[config.mk]
export PLATFORM = sky130hd
export DESIGN_NAME = fp_wb_arbiter_flat
export DESIGN_NICKNAME = d
export VERILOG_FILES = /design/src/rtl/fp_wb_pkg.sv /design/src/rtl/fp_wb_arbiter_if.sv /design/src/rtl/fp_wb_fifo.sv /design/src/rtl/fp_wb_arbiter.sv /design/src/flat_wrapper.sv
export SDC_FILE = /design/constraint.sdc
export NUM_CORES = 1
export LEC_CHECK = 0
export CORE_AREA = 4 4 128 130
export DETAILED_ROUTE_END_ITERATION = 6
export DIE_AREA = 0 0 132 134
export HOLD_SLACK_MARGIN = 0.1
export PLACE_DENSITY = 0.66
export SYNTH_ARGS = -nofsm -noshare
export SYNTH_HDL_FRONTEND = slang
export SYNTH_SLANG_ARGS = --single-unit
export TNS_END_PERCENT = 10
[constraint.sdc]
create_clock -name clk -period 2.35 [get_ports clk]
set_input_delay 0.235 -clock clk [delete_from_list [all_inputs] [get_ports clk]]
set_output_delay 0.235 -clock clk [all_outputs]
set_load 0.03 [all_outputs]
[src/rtl/fp_wb_pkg.sv]
`default_nettype none
// ============================================================================
//  Module      : fp_wb_pkg
//  Description : Shared types and default parameters for the FP writeback
//                arbiter: the buffered divide/sqrt entry type and the default
//                FIFO depth / starvation limit.
//  Revision    : 1.0 - initial release
// ============================================================================
package fp_wb_pkg;

  localparam int FP_WB_ADDR_WIDTH   = 5;
  localparam int FP_WB_DATA_WIDTH   = 32;
  localparam int FP_WB_NUM_REGS     = 32;
  localparam int FP_WB_FIFO_DEPTH   = 2;
  localparam int FP_WB_STARVE_LIMIT = 8;

  // One buffered divide/sqrt result: destination register and value.
  typedef struct packed {
    logic [FP_WB_ADDR_WIDTH-1:0] rd;
    logic [FP_WB_DATA_WIDTH-1:0] data;
  } wb_entry_t;

endpackage : fp_wb_pkg
`default_nettype wire

[src/rtl/fp_wb_arbiter_if.sv]
`default_nettype none
// ============================================================================
//  Module      : fp_wb_arbiter_if
//  Description : Bus bundle around the FP writeback arbiter.
//                Inputs to the arbiter : a_valid/a_rd/a_data (pipeline),
//                                        b_valid/b_rd/b_data (divide/sqrt)
//                Outputs of the arbiter: b_ready, fwb_en/rd_idx/fwb_data,
//                                        stall_req, pend_mask
//                modport slave  - seen from the arbiter
//                modport master - seen from the producers / register file
//  Revision    : 1.0 - initial release
// ============================================================================
interface fp_wb_arbiter_if
  import fp_wb_pkg::*;
#(
  parameter int DATA_WIDTH = FP_WB_DATA_WIDTH,
  parameter int ADDR_WIDTH = FP_WB_ADDR_WIDTH,
  parameter int NUM_REGS   = FP_WB_NUM_REGS
);

  logic                  a_valid;
  logic [ADDR_WIDTH-1:0] a_rd;
  logic [DATA_WIDTH-1:0] a_data;
  logic                  b_valid;
  logic                  b_ready;
  logic [ADDR_WIDTH-1:0] b_rd;
  logic [DATA_WIDTH-1:0] b_data;
  logic                  fwb_en;
  logic [ADDR_WIDTH-1:0] rd_idx;
  logic [DATA_WIDTH-1:0] fwb_data;
  logic                  stall_req;
  logic [NUM_REGS-1:0]   pend_mask;

  modport slave (
    input  a_valid, a_rd, a_data, b_valid, b_rd, b_data,
    output b_ready, fwb_en, rd_idx, fwb_data, stall_req, pend_mask
  );

  modport master (
    output a_valid, a_rd, a_data, b_valid, b_rd, b_data,
    input  b_ready, fwb_en, rd_idx, fwb_data, stall_req, pend_mask
  );

endinterface : fp_wb_arbiter_if
`default_nettype wire

[src/rtl/fp_wb_fifo.sv]
`default_nettype none
// ============================================================================
//  Module      : fp_wb_fifo
//  Description : Small wb_entry_t FIFO for divide/sqrt results.
//                clk, rst      : clock, asynchronous active-low reset
//                push/push_entry : write request and entry
//                pop           : read request (ignored when empty)
//                head          : oldest entry
//                count         : number of stored entries
//                entry_valid/entry_rd : per-slot occupancy and destination
//  Revision    : 1.0 - initial release
// ============================================================================
module fp_wb_fifo
  import fp_wb_pkg::*;
#(
  parameter int DEPTH = FP_WB_FIFO_DEPTH,
  localparam int PTR_W = $clog2(DEPTH),
  localparam int CNT_W = $clog2(DEPTH + 1)
) (
  input  wire logic                                    clk,
  input  wire logic                                    rst,
  input  wire logic                                    push,
  input  wire wb_entry_t                               push_entry,
  input  wire logic                                    pop,
  output wb_entry_t                                    head,
  output logic [CNT_W-1:0]                             count,
  output logic [DEPTH-1:0]                             entry_valid,
  output logic [DEPTH-1:0][FP_WB_ADDR_WIDTH-1:0]       entry_rd
);

  logic [PTR_W-1:0] wr_ptr_q, wr_ptr_d;
  logic [PTR_W-1:0] rd_ptr_q, rd_ptr_d;
  logic [CNT_W-1:0] count_q, count_d;
  logic [DEPTH-1:0] valid_q, valid_d;
  wb_entry_t        mem_q [DEPTH];
  wb_entry_t        mem_d [DEPTH];
  logic             do_push;
  logic             do_pop;

  assign do_pop  = pop && (count_q != '0);
  // A push into a full FIFO is legal when the head leaves in the same cycle;
  // both pointers then address the same slot and the head is read before
  // the write lands.
  assign do_push = push && ((count_q != CNT_W'(DEPTH)) || do_pop);

  always_comb begin
    wr_ptr_d = wr_ptr_q;
    rd_ptr_d = rd_ptr_q;
    count_d  = count_q;
    valid_d  = valid_q;
    mem_d    = mem_q;
    // Clear before set so a same-slot pop+push leaves the slot valid.
    if (do_pop) begin
      valid_d[rd_ptr_q] = 1'b0;
      rd_ptr_d          = rd_ptr_q + PTR_W'(1);
    end
    if (do_push) begin
      valid_d[wr_ptr_q] = 1'b1;
      mem_d[wr_ptr_q]   = push_entry;
      wr_ptr_d          = wr_ptr_q + PTR_W'(1);
    end
    case ({do_push, do_pop})
      2'b10:   count_d = count_q + CNT_W'(1);
      2'b01:   count_d = count_q - CNT_W'(1);
      default: count_d = count_q;
    endcase
  end

  always_ff @(posedge clk or negedge rst) begin
    if (!rst) begin
      wr_ptr_q <= '0;
      rd_ptr_q <= '0;
      count_q  <= '0;
      valid_q  <= '0;
      for (int i = 0; i < DEPTH; i++) begin
        mem_q[i] <= '0;
      end
    end else begin
      wr_ptr_q <= wr_ptr_d;
      rd_ptr_q <= rd_ptr_d;
      count_q  <= count_d;
      valid_q  <= valid_d;
      mem_q    <= mem_d;
    end
  end

  assign head        = mem_q[rd_ptr_q];
  assign count       = count_q;
  assign entry_valid = valid_q;

  for (genvar i = 0; i < DEPTH; i++) begin : g_entry_rd
    assign entry_rd[i] = mem_q[i].rd;
  end

endmodule : fp_wb_fifo
`default_nettype wire

[src/rtl/fp_wb_arbiter.sv]
`default_nettype none
// ============================================================================
//  Module      : fp_wb_arbiter
//  Description : Merges the fixed-latency FP pipeline (A, never stalled) and
//                the divide/sqrt unit (B, valid/ready, buffered in a FIFO)
//                into one registered FP register-file write stream.
//                clk  : clock, rising edge
//                rst  : asynchronous active-low reset
//                bus  : fp_wb_arbiter_if.slave - A/B inputs, b_ready,
//                       fwb_en/rd_idx/fwb_data, stall_req, pend_mask
//  Revision    : 1.0 - initial release
// ============================================================================
module fp_wb_arbiter
  import fp_wb_pkg::*;
#(
  parameter int DATA_WIDTH   = FP_WB_DATA_WIDTH,
  parameter int ADDR_WIDTH   = FP_WB_ADDR_WIDTH,
  parameter int NUM_REGS     = FP_WB_NUM_REGS,
  parameter int FIFO_DEPTH   = FP_WB_FIFO_DEPTH,
  parameter int STARVE_LIMIT = FP_WB_STARVE_LIMIT
) (
  input wire logic          clk,
  input wire logic          rst,
  fp_wb_arbiter_if.slave    bus
);

  localparam int CNT_W = $clog2(FIFO_DEPTH + 1);
  localparam int SC_W  = $clog2(STARVE_LIMIT + 1);

  wb_entry_t                                  push_entry;
  wb_entry_t                                  head;
  logic [CNT_W-1:0]                           count;
  logic [FIFO_DEPTH-1:0]                      entry_valid;
  logic [FIFO_DEPTH-1:0][FP_WB_ADDR_WIDTH-1:0] entry_rd;
  logic                                       b_ready;
  logic                                       push;
  logic                                       pop;
  logic                                       fifo_empty;
  logic [NUM_REGS-1:0]                        pend_mask;

  logic                  fwb_en_q,    fwb_en_d;
  logic [ADDR_WIDTH-1:0] rd_idx_q,    rd_idx_d;
  logic [DATA_WIDTH-1:0] fwb_data_q,  fwb_data_d;
  logic                  stall_req_q, stall_req_d;
  logic [SC_W-1:0]       starve_q,    starve_d;

  // Ready depends only on the registered occupancy, never on a_valid.
  assign b_ready    = (count != CNT_W'(FIFO_DEPTH));
  assign push       = bus.b_valid && b_ready;
  assign fifo_empty = (count == '0);
  // A always wins; the FIFO head takes any slot A leaves free.
  assign pop        = !bus.a_valid && !fifo_empty;
  assign push_entry = '{rd: bus.b_rd, data: bus.b_data};

  fp_wb_fifo #(
    .DEPTH (FIFO_DEPTH)
  ) u_fifo (
    .clk         (clk),
    .rst         (rst),
    .push        (push),
    .push_entry  (push_entry),
    .pop         (pop),
    .head        (head),
    .count       (count),
    .entry_valid (entry_valid),
    .entry_rd    (entry_rd)
  );

  always_comb begin
    fwb_en_d    = bus.a_valid || pop;
    rd_idx_d    = rd_idx_q;
    fwb_data_d  = fwb_data_q;
    starve_d    = starve_q;
    stall_req_d = 1'b0;

    if (bus.a_valid) begin
      rd_idx_d   = bus.a_rd;
      fwb_data_d = bus.a_data;
    end else if (pop) begin
      rd_idx_d   = head.rd;
      fwb_data_d = head.data;
    end

    if (fifo_empty || pop) begin
      starve_d = '0;
    end else begin
      // Non-empty and A took the slot. Using >= rather than == lets the
      // request re-assert if the issue stage ignores a stall cycle.
      stall_req_d = (starve_q >= SC_W'(STARVE_LIMIT - 1));
      if (starve_q != SC_W'(STARVE_LIMIT)) begin
        starve_d = starve_q + SC_W'(1);
      end
    end
  end

  always_ff @(posedge clk or negedge rst) begin
    if (!rst) begin
      fwb_en_q    <= 1'b0;
      rd_idx_q    <= '0;
      fwb_data_q  <= '0;
      stall_req_q <= 1'b0;
      starve_q    <= '0;
    end else begin
      fwb_en_q    <= fwb_en_d;
      rd_idx_q    <= rd_idx_d;
      fwb_data_q  <= fwb_data_d;
      stall_req_q <= stall_req_d;
      starve_q    <= starve_d;
    end
  end

  always_comb begin
    pend_mask = '0;
    for (int i = 0; i < FIFO_DEPTH; i++) begin
      if (entry_valid[i]) begin
        pend_mask[entry_rd[i]] = 1'b1;
      end
    end
  end

  assign bus.b_ready   = b_ready;
  assign bus.fwb_en    = fwb_en_q;
  assign bus.rd_idx    = rd_idx_q;
  assign bus.fwb_data  = fwb_data_q;
  assign bus.stall_req = stall_req_q;
  assign bus.pend_mask = pend_mask;

endmodule : fp_wb_arbiter
`default_nettype wire
[src/flat_wrapper.sv]
// flat-port wrapper written by rule: the top's interface ports become plain ports
module fp_wb_arbiter_flat import fp_wb_pkg::*;
#(
  parameter int DATA_WIDTH   = FP_WB_DATA_WIDTH,
  parameter int ADDR_WIDTH   = FP_WB_ADDR_WIDTH,
  parameter int NUM_REGS     = FP_WB_NUM_REGS,
  parameter int FIFO_DEPTH   = FP_WB_FIFO_DEPTH,
  parameter int STARVE_LIMIT = FP_WB_STARVE_LIMIT
)
  (clk, rst, bus_a_valid, bus_a_rd, bus_a_data, bus_b_valid, bus_b_rd, bus_b_data, bus_b_ready, bus_fwb_en, bus_rd_idx, bus_fwb_data, bus_stall_req, bus_pend_mask);
  fp_wb_arbiter_if #(.DATA_WIDTH(DATA_WIDTH), .ADDR_WIDTH(ADDR_WIDTH), .NUM_REGS(NUM_REGS)) bus_i ();
  input wire logic clk;
  input wire logic rst;
  input wire logic [$bits(bus_i.a_valid)-1:0] bus_a_valid;
  input wire logic [$bits(bus_i.a_rd)-1:0] bus_a_rd;
  input wire logic [$bits(bus_i.a_data)-1:0] bus_a_data;
  input wire logic [$bits(bus_i.b_valid)-1:0] bus_b_valid;
  input wire logic [$bits(bus_i.b_rd)-1:0] bus_b_rd;
  input wire logic [$bits(bus_i.b_data)-1:0] bus_b_data;
  output wire logic [$bits(bus_i.b_ready)-1:0] bus_b_ready;
  output wire logic [$bits(bus_i.fwb_en)-1:0] bus_fwb_en;
  output wire logic [$bits(bus_i.rd_idx)-1:0] bus_rd_idx;
  output wire logic [$bits(bus_i.fwb_data)-1:0] bus_fwb_data;
  output wire logic [$bits(bus_i.stall_req)-1:0] bus_stall_req;
  output wire logic [$bits(bus_i.pend_mask)-1:0] bus_pend_mask;
  assign bus_i.a_valid = bus_a_valid;
  assign bus_i.a_rd = bus_a_rd;
  assign bus_i.a_data = bus_a_data;
  assign bus_i.b_valid = bus_b_valid;
  assign bus_i.b_rd = bus_b_rd;
  assign bus_i.b_data = bus_b_data;
  assign bus_b_ready = bus_i.b_ready;
  assign bus_fwb_en = bus_i.fwb_en;
  assign bus_rd_idx = bus_i.rd_idx;
  assign bus_fwb_data = bus_i.fwb_data;
  assign bus_stall_req = bus_i.stall_req;
  assign bus_pend_mask = bus_i.pend_mask;
  fp_wb_arbiter #(.DATA_WIDTH(DATA_WIDTH), .ADDR_WIDTH(ADDR_WIDTH), .NUM_REGS(NUM_REGS), .FIFO_DEPTH(FIFO_DEPTH), .STARVE_LIMIT(STARVE_LIMIT)) u_core (.clk(clk), .rst(rst), .bus(bus_i));
endmodule
==> Word level (Yosys, flattened, before mapping) <==
Cells that the tools add are included.
{ "totals": {"ff_bits": 123, "out_inout_bits": 72, "wordCells": 85} }
{ "classes": {"add_sub_neg": 5, "magnitude_cmp": 12, "n_eq_ne": 4, "n_mux": 26, "bitwise": 6, "n_reduce_logical": 19} }
{ "ops": {"columns": ["op", "count"], "rows": [
  ["$mux 37", 4],
  ["$mux 32", 4],
  ["$bwmux 74", 1],
  ["$demux 37 s1", 1],
  ["$or 32x32->32", 1],
  ["$lt 5x6->1 const B", 2],
  ["$demux 1 s5", 2],
  ["$ge 5x1->1 const B", 2],
  ["$mux 5", 2],
  ["$logic_and 1x1->1", 9],
  ["$mux 4", 2],
  ["$reduce_bool 2->1", 4],
  ["$mux 1", 5],
  ["$add 4x1->4 const B", 1],
  ["$ge 2x2->1 const B", 2],
  ["$ge 4x3->1 const B", 1],
  ["$lt 1x2->1 const B", 2],
  ["$mux 2", 2],
  ["$ne 4x4->1 const B", 1],
  ["$not 1->2", 2],
  ["$pmux 2 s2", 1],
  ["$logic_or 1x1->1", 3],
  ["$add 1x1->1 const B", 2],
  ["$add 2x1->2 const B", 1],
  ["12 further kinds", 15]
]} }

==> Depth between registers and ports, before layout <==
{ "logic_depth": {"depth_word": 9, "ltp_mapped": 7, "mapped_depth_nobuf": 6} }

==> Cells and area by module <==
From an unflattened synthesis, not the netlist that was laid out.
{ "unflattened": {"hier_cells": 482, "hier_area_um2": 5954.5} }
{ "modules_own_cells": {"columns": ["mod", "instances", "cells_each", "area_per_inst_um2", "seq_area_each_um2"], "rows": [
  ["fp_wb_fifo", 1, 231, 3557.2, 2001.9],
  ["fp_wb_arbiter", 1, 251, 2397.3, 1076.0]
]} }

==> Worst setup path after synthesis <==
Ideal clock, no wire load.
{ "synth_path": {"kind": "register to output", "from": "register u_core.u_fifo.mem_q (netlist bit u_core.u_fifo.entry_rd[8])", "to": "output bus_pend_mask[10]", "t_arrival_ns": 1.554, "required_ns": 2.115, "path_slack_ns": 0.561, "path_stages_with_launch": 4, "path_buffers": 1, "cell_sequence": "dfrtp_1 clkbuf_1 or3b_2 o22ai_1"} }
{ "synth_between": {"elab_chain_cells": 6} }
{ "synth_lines": {"columns": ["element", "line", "rtl"], "rows": [
  ["from (decl)", "fp_wb_fifo.sv:35", "wb_entry_t mem_q [DEPTH];"],
  ["from (signal assigned)", "fp_wb_fifo.sv:83", "mem_q <= mem_d;"],
  ["$lt 5x6->1 (implied by the code) or $ge 5x1->1 (tied branches)", "fp_wb_arbiter.sv:116", "pend_mask[entry_rd[i]] = 1'b1;"],
  ["$logic_and 1x1->1 (implied by the code)", "fp_wb_arbiter.sv:116", null],
  ["$mux 1 (implied by the code)", "fp_wb_arbiter.sv:116", null],
  ["$demux 1 s5 *", null, null],
  ["$or 32x32->32 (no source line) *", null, null],
  ["$mux 32 *", "fp_wb_arbiter.sv:115", "if (entry_valid[i]) begin"],
  ["to (decl)", "flat_wrapper.sv:25", "output wire logic [$bits(bus_i.pend_mask)-1:0] bus_pend_mask;"]
]} }
Mark *: on every way between the ends. The rest lies on a longest branch, timed or not.

==> Worst setup path after layout <==
{ "layout_path": {"from": "register u_core.u_fifo.mem_q (netlist bit u_core.u_fifo.entry_rd[0])", "to": "output bus_pend_mask[16]"} }
{ "layout_between": {"elab_chain_cells": 7} }
{ "layout_lines": {"columns": ["element", "line"], "rows": [
  ["$lt 5x6->1 (implied by the code) or $ge 5x1->1 (tied branches)", "fp_wb_arbiter.sv:116"],
  ["$logic_and 1x1->1 (implied by the code)", "fp_wb_arbiter.sv:116"],
  ["$mux 1 (implied by the code)", "fp_wb_arbiter.sv:116"],
  ["$demux 1 s5 *", null],
  ["$mux 32 *", "fp_wb_arbiter.sv:115"],
  ["$or 32x32->32 (no source line)", null],
  ["$mux 32 *", "fp_wb_arbiter.sv:115"]
]} }
Marked as above.

==> out/qor.csv <==
metric;value;unit
status;finished, final reports clean;
clock-pin slew on the worst setup and hold paths;0.06;ns
TritonRoute pass-1 iters;5;
num rows;45;
initial antenna violation count;0;
Filler cells;1340;
Relative slew margins;0.438;
max-slew violation count;0;
Clk pwr share;0.208;
largest area contributor in the netlist;dfrtp_1;
total CTS buffers;17;
CTS Buffer Depth;2;
wire per inst;17.7;um
Vias per Instance;5.34;
setup TNS;0;ns
cell family with most CP delay;simple AND/OR/NAND/NOR gates;
# DRC;0;
FFs w/ async S/R, synth;1.00;
drt total wl;15200;um
P_int;7.12;mW
Total GRT Usage;0.176;
Post-CTS Setup Bufs;0;
Synth area leaders;dfrtp_1 (51%), mux2_4 (9.5%), mux2_2 (6.8%), o31ai_1 (4.8%), a211oi_1 (4.6%);
CTS tree;done;
global route overflow;0;
vias in the first global route;4750;
Sw Pwr;4.40;mW
Cell Chain, Critical Path;or3b_2 -> o22ai_1 -> clkdlybuf4s15_1;
Worst Max-Slew Pin Slew;0.843;ns
Final #Nets;739;
full die area;17700;um2
fmax;432;MHz
post-synthesis cell type count;31;
CP max stage delay;0.60;ns
CP max FO;8;
Synthesis Warnings;0;
fin crit period;2.31;ns
Setup crit end kind;output pin;
post-DP HPWL;10400;um
Final Skew;0.00551;ns
Die Height;134;um
CP startpoint kind;flop;
FF+latch count, synth;123;
Synth Net Count;601;
layout cells sized above 1;0.199;
Post-synth EDFFs;0;
Hold Path Class;primary input to flop;
largest net degree at the start of global routing;55;
Comb pwr share;0.452;
CP arrival;2.08;ns
Sw Ratio;0.382;
Sink Count;123;
Leak Pwr;3.50;nW
fin crit share;0.985;
H-tree Lvls;4;
Syn-to-layout area delta;35.6;%
CP required;2.12;ns
RSZ-0062 raised after global routing;yes;
Core Area;15100;um2
Final Hold Violating Endpoints;0;
top_reg_cell synth;dfrtp_1;
pre-CTS WS;0.205;ns
top-area cell type share of the netlist area;0.513;
die width;132;um
CTS root buf;clkbuf_16;
Setup-failing EPs final;0;
# Max-Cap Violations;0;
register share of total power;0.340;
n_diodes;0;
IO Pins;150;
power per cell area;1420;nW/um2
Clock Latency Late Sink;0.41;ns
Iter 0 DRT Violations;201;
Max rail drop VDD;0.589;mV
first-pass GRT wire length;25000;um
initial core utilization;0.396;
IO Port Bufs;149;
DR vias;4586;
Cell Area, Synth;6000;um2
Post-DRT Antenna Nets;0;
Crit Path Category;flop to output pin;
CP bufs+invs;1;
Placer Congestion;0.877;
cell count after synthesis;520;
Post-Syn Area per Cell;11.5;um2
register area share after synthesis;0.513;
post-route setup slack;0.0358;ns
Crit-path slowest cell;or3b_2;
cells by family after synthesis:
family                     Yosys count  synth area share
AOI/OAI and AO/OA                  110             0.130
xor gates and xnor gates             7            0.0102
adders and majority gates            3           0.00626
buffers and inverters               44            0.0423
DFF                                123             0.513
muxes                               75             0.164
and+or+nand+nor                    158             0.133
layer usage:
| layer | global-route usage | up-vias | part of all wire |
|---|---|---|---|
| met5 | 0 | - | 0 |
| met4 | 0.0665 | 0 | 0.016 |
| met3 | 0.0428 | 21 | 0.050 |
| met2 | 0.286 | 136 | 0.48 |
| met1 | 0.230 | 2281 | 0.45 |
| li1 | - | 2148 | - |
layout by cell type (no fill, tap or decap), drive strengths merged, types with 3 or more instances in the layout:
cell / instances
a211oi: 37
buf: 12
clkbuf: 24
clkdlybuf4s15: 5
clkdlybuf4s50: 115
clkinv: 6
clkinvlp: 5
dfrtp: 123
dlygate4sd2: 22
ha: 3
inv: 3
mux2: 74
nand2: 44
nand3: 6
nand3b: 11
nor2: 47
nor2b: 37
o22ai: 32
o31ai: 38
or3: 4
or3b: 6
xnor2: 4
xor2: 3
timing repair:
action,in CTS,in global routing
hold endpoints to repair,41,0
hold buffers,1,0
setup endpoints to repair,32,10
pin swaps,0,0
gates resized for setup,32,15
layout make-up:
class / instances / area, um2 / area share
timing repair buffer: 160 / 1590 / 0.196
clock buffer: 19 / 443 / 0.0544
tap: 188 / 235 / 0.0289
sequential: 123 / 3080 / 0.378
multi-input combinational: 353 / 2670 / 0.329
clock inverter: 12 / 101 / 0.0125
inverter: 3 / 11.3 / 0.00138
worst reg2reg max path, cell delays in order (launching register included):
cell,delay (ns)
dfrtp_1,0.49
nand2b_4,0.21
and3b_4,0.41
buf_12,0.21
mux2_2,0.34
through the flow:
| step | total power [mW] | hold slack, ns | instance area (um2) | utilization | std cells |
|---|---|---|---|---|---|
| finish | 11.5 | 0.345 | 8140 | 0.537 | 858 |
| global route | 12.3 | 0.362 | 8140 | 0.537 | 858 |
| CTS | 11.7 | 0.324 | 8150 | 0.538 | 858 |
| detailed placement | 9.27 | 0.285 | 7630 | 0.504 | 826 |
| global placement | 9.11 | 0.278 | 7630 | 0.504 | 826 |
| floorplan | 7.55 | -0.0606 | 6000 | - | 520 |
cell usage after synthesis, types with 4 or more instances:
master and n:
xnor2_1 4, nor2_1 47, nand3_1 5, nand2_1 44
a211oi_1 37, o22ai_1 32, mux2_2 36, buf_2 11
nand3b_1 11, dfrtp_1 123, clkbuf_1 22, mux2_4 38
or3_1 4, or3b_2 6, nor2b_1 37, o31ai_1 38
flip-flops by register name, indices dropped and copies added, names as in the netlist:
| name | flops |
|---|---|
| u_core.u_fifo.mem_q | 64 |
| u_core.u_fifo.entry_valid | 2 |
| u_core.bus.fwb_data | 32 |
| u_core.starve_q | 4 |
| u_core.u_fifo.wr_ptr_q | 1 |
| u_core.bus.stall_req | 1 |
| u_core.u_fifo.rd_ptr_q | 1 |
| u_core.bus.rd_idx | 5 |
| u_core.u_fifo.entry_rd | 10 |
| u_core.bus.fwb_en | 1 |
| u_core.u_fifo.count | 2 |
power groups by stage:
stage / registers (mW) / clock network [mW] / logic [mW]
floorplan: 4.12 / 0 / 3.43
global placement: 3.85 / 0 / 5.25
finish: 3.91 / 2.40 / 5.21
global route: 4.06 / 2.56 / 5.64
detailed placement: 3.94 / 0 / 5.34
CTS: 3.91 / 2.47 / 5.28
final timing paths:
check | start | endpoint | slack (ns) | cells past startpoint
min in group asynchronous | rst | u_core.bus.fwb_data[20]$_DFFE_PN0P_ | 0.38 | 2
worst max register to register | u_core.u_fifo.count[0]$_DFFE_PN0P_ | u_core.u_fifo.mem_q[52]$_DFFE_PN0P_ | 0.57 | 4
worst max-delay path | u_core.u_fifo.entry_rd[0]$_DFFE_PN0P_ | bus_pend_mask[16] | 0.04 | 3
worst min-delay path | bus_a_valid | u_core.bus.fwb_data[27]$_DFFE_PN0P_ | 0.35 | 3
worst min register to register | u_core.u_fifo.mem_q[52]$_DFFE_PN0P_ | u_core.u_fifo.mem_q[52]$_DFFE_PN0P_ | 0.50 | 1
max in group asynchronous | rst | u_core.u_fifo.rd_ptr_q$_DFFE_PN0N_ | 1.31 | 3
Power figures use the tool's default switching activity.
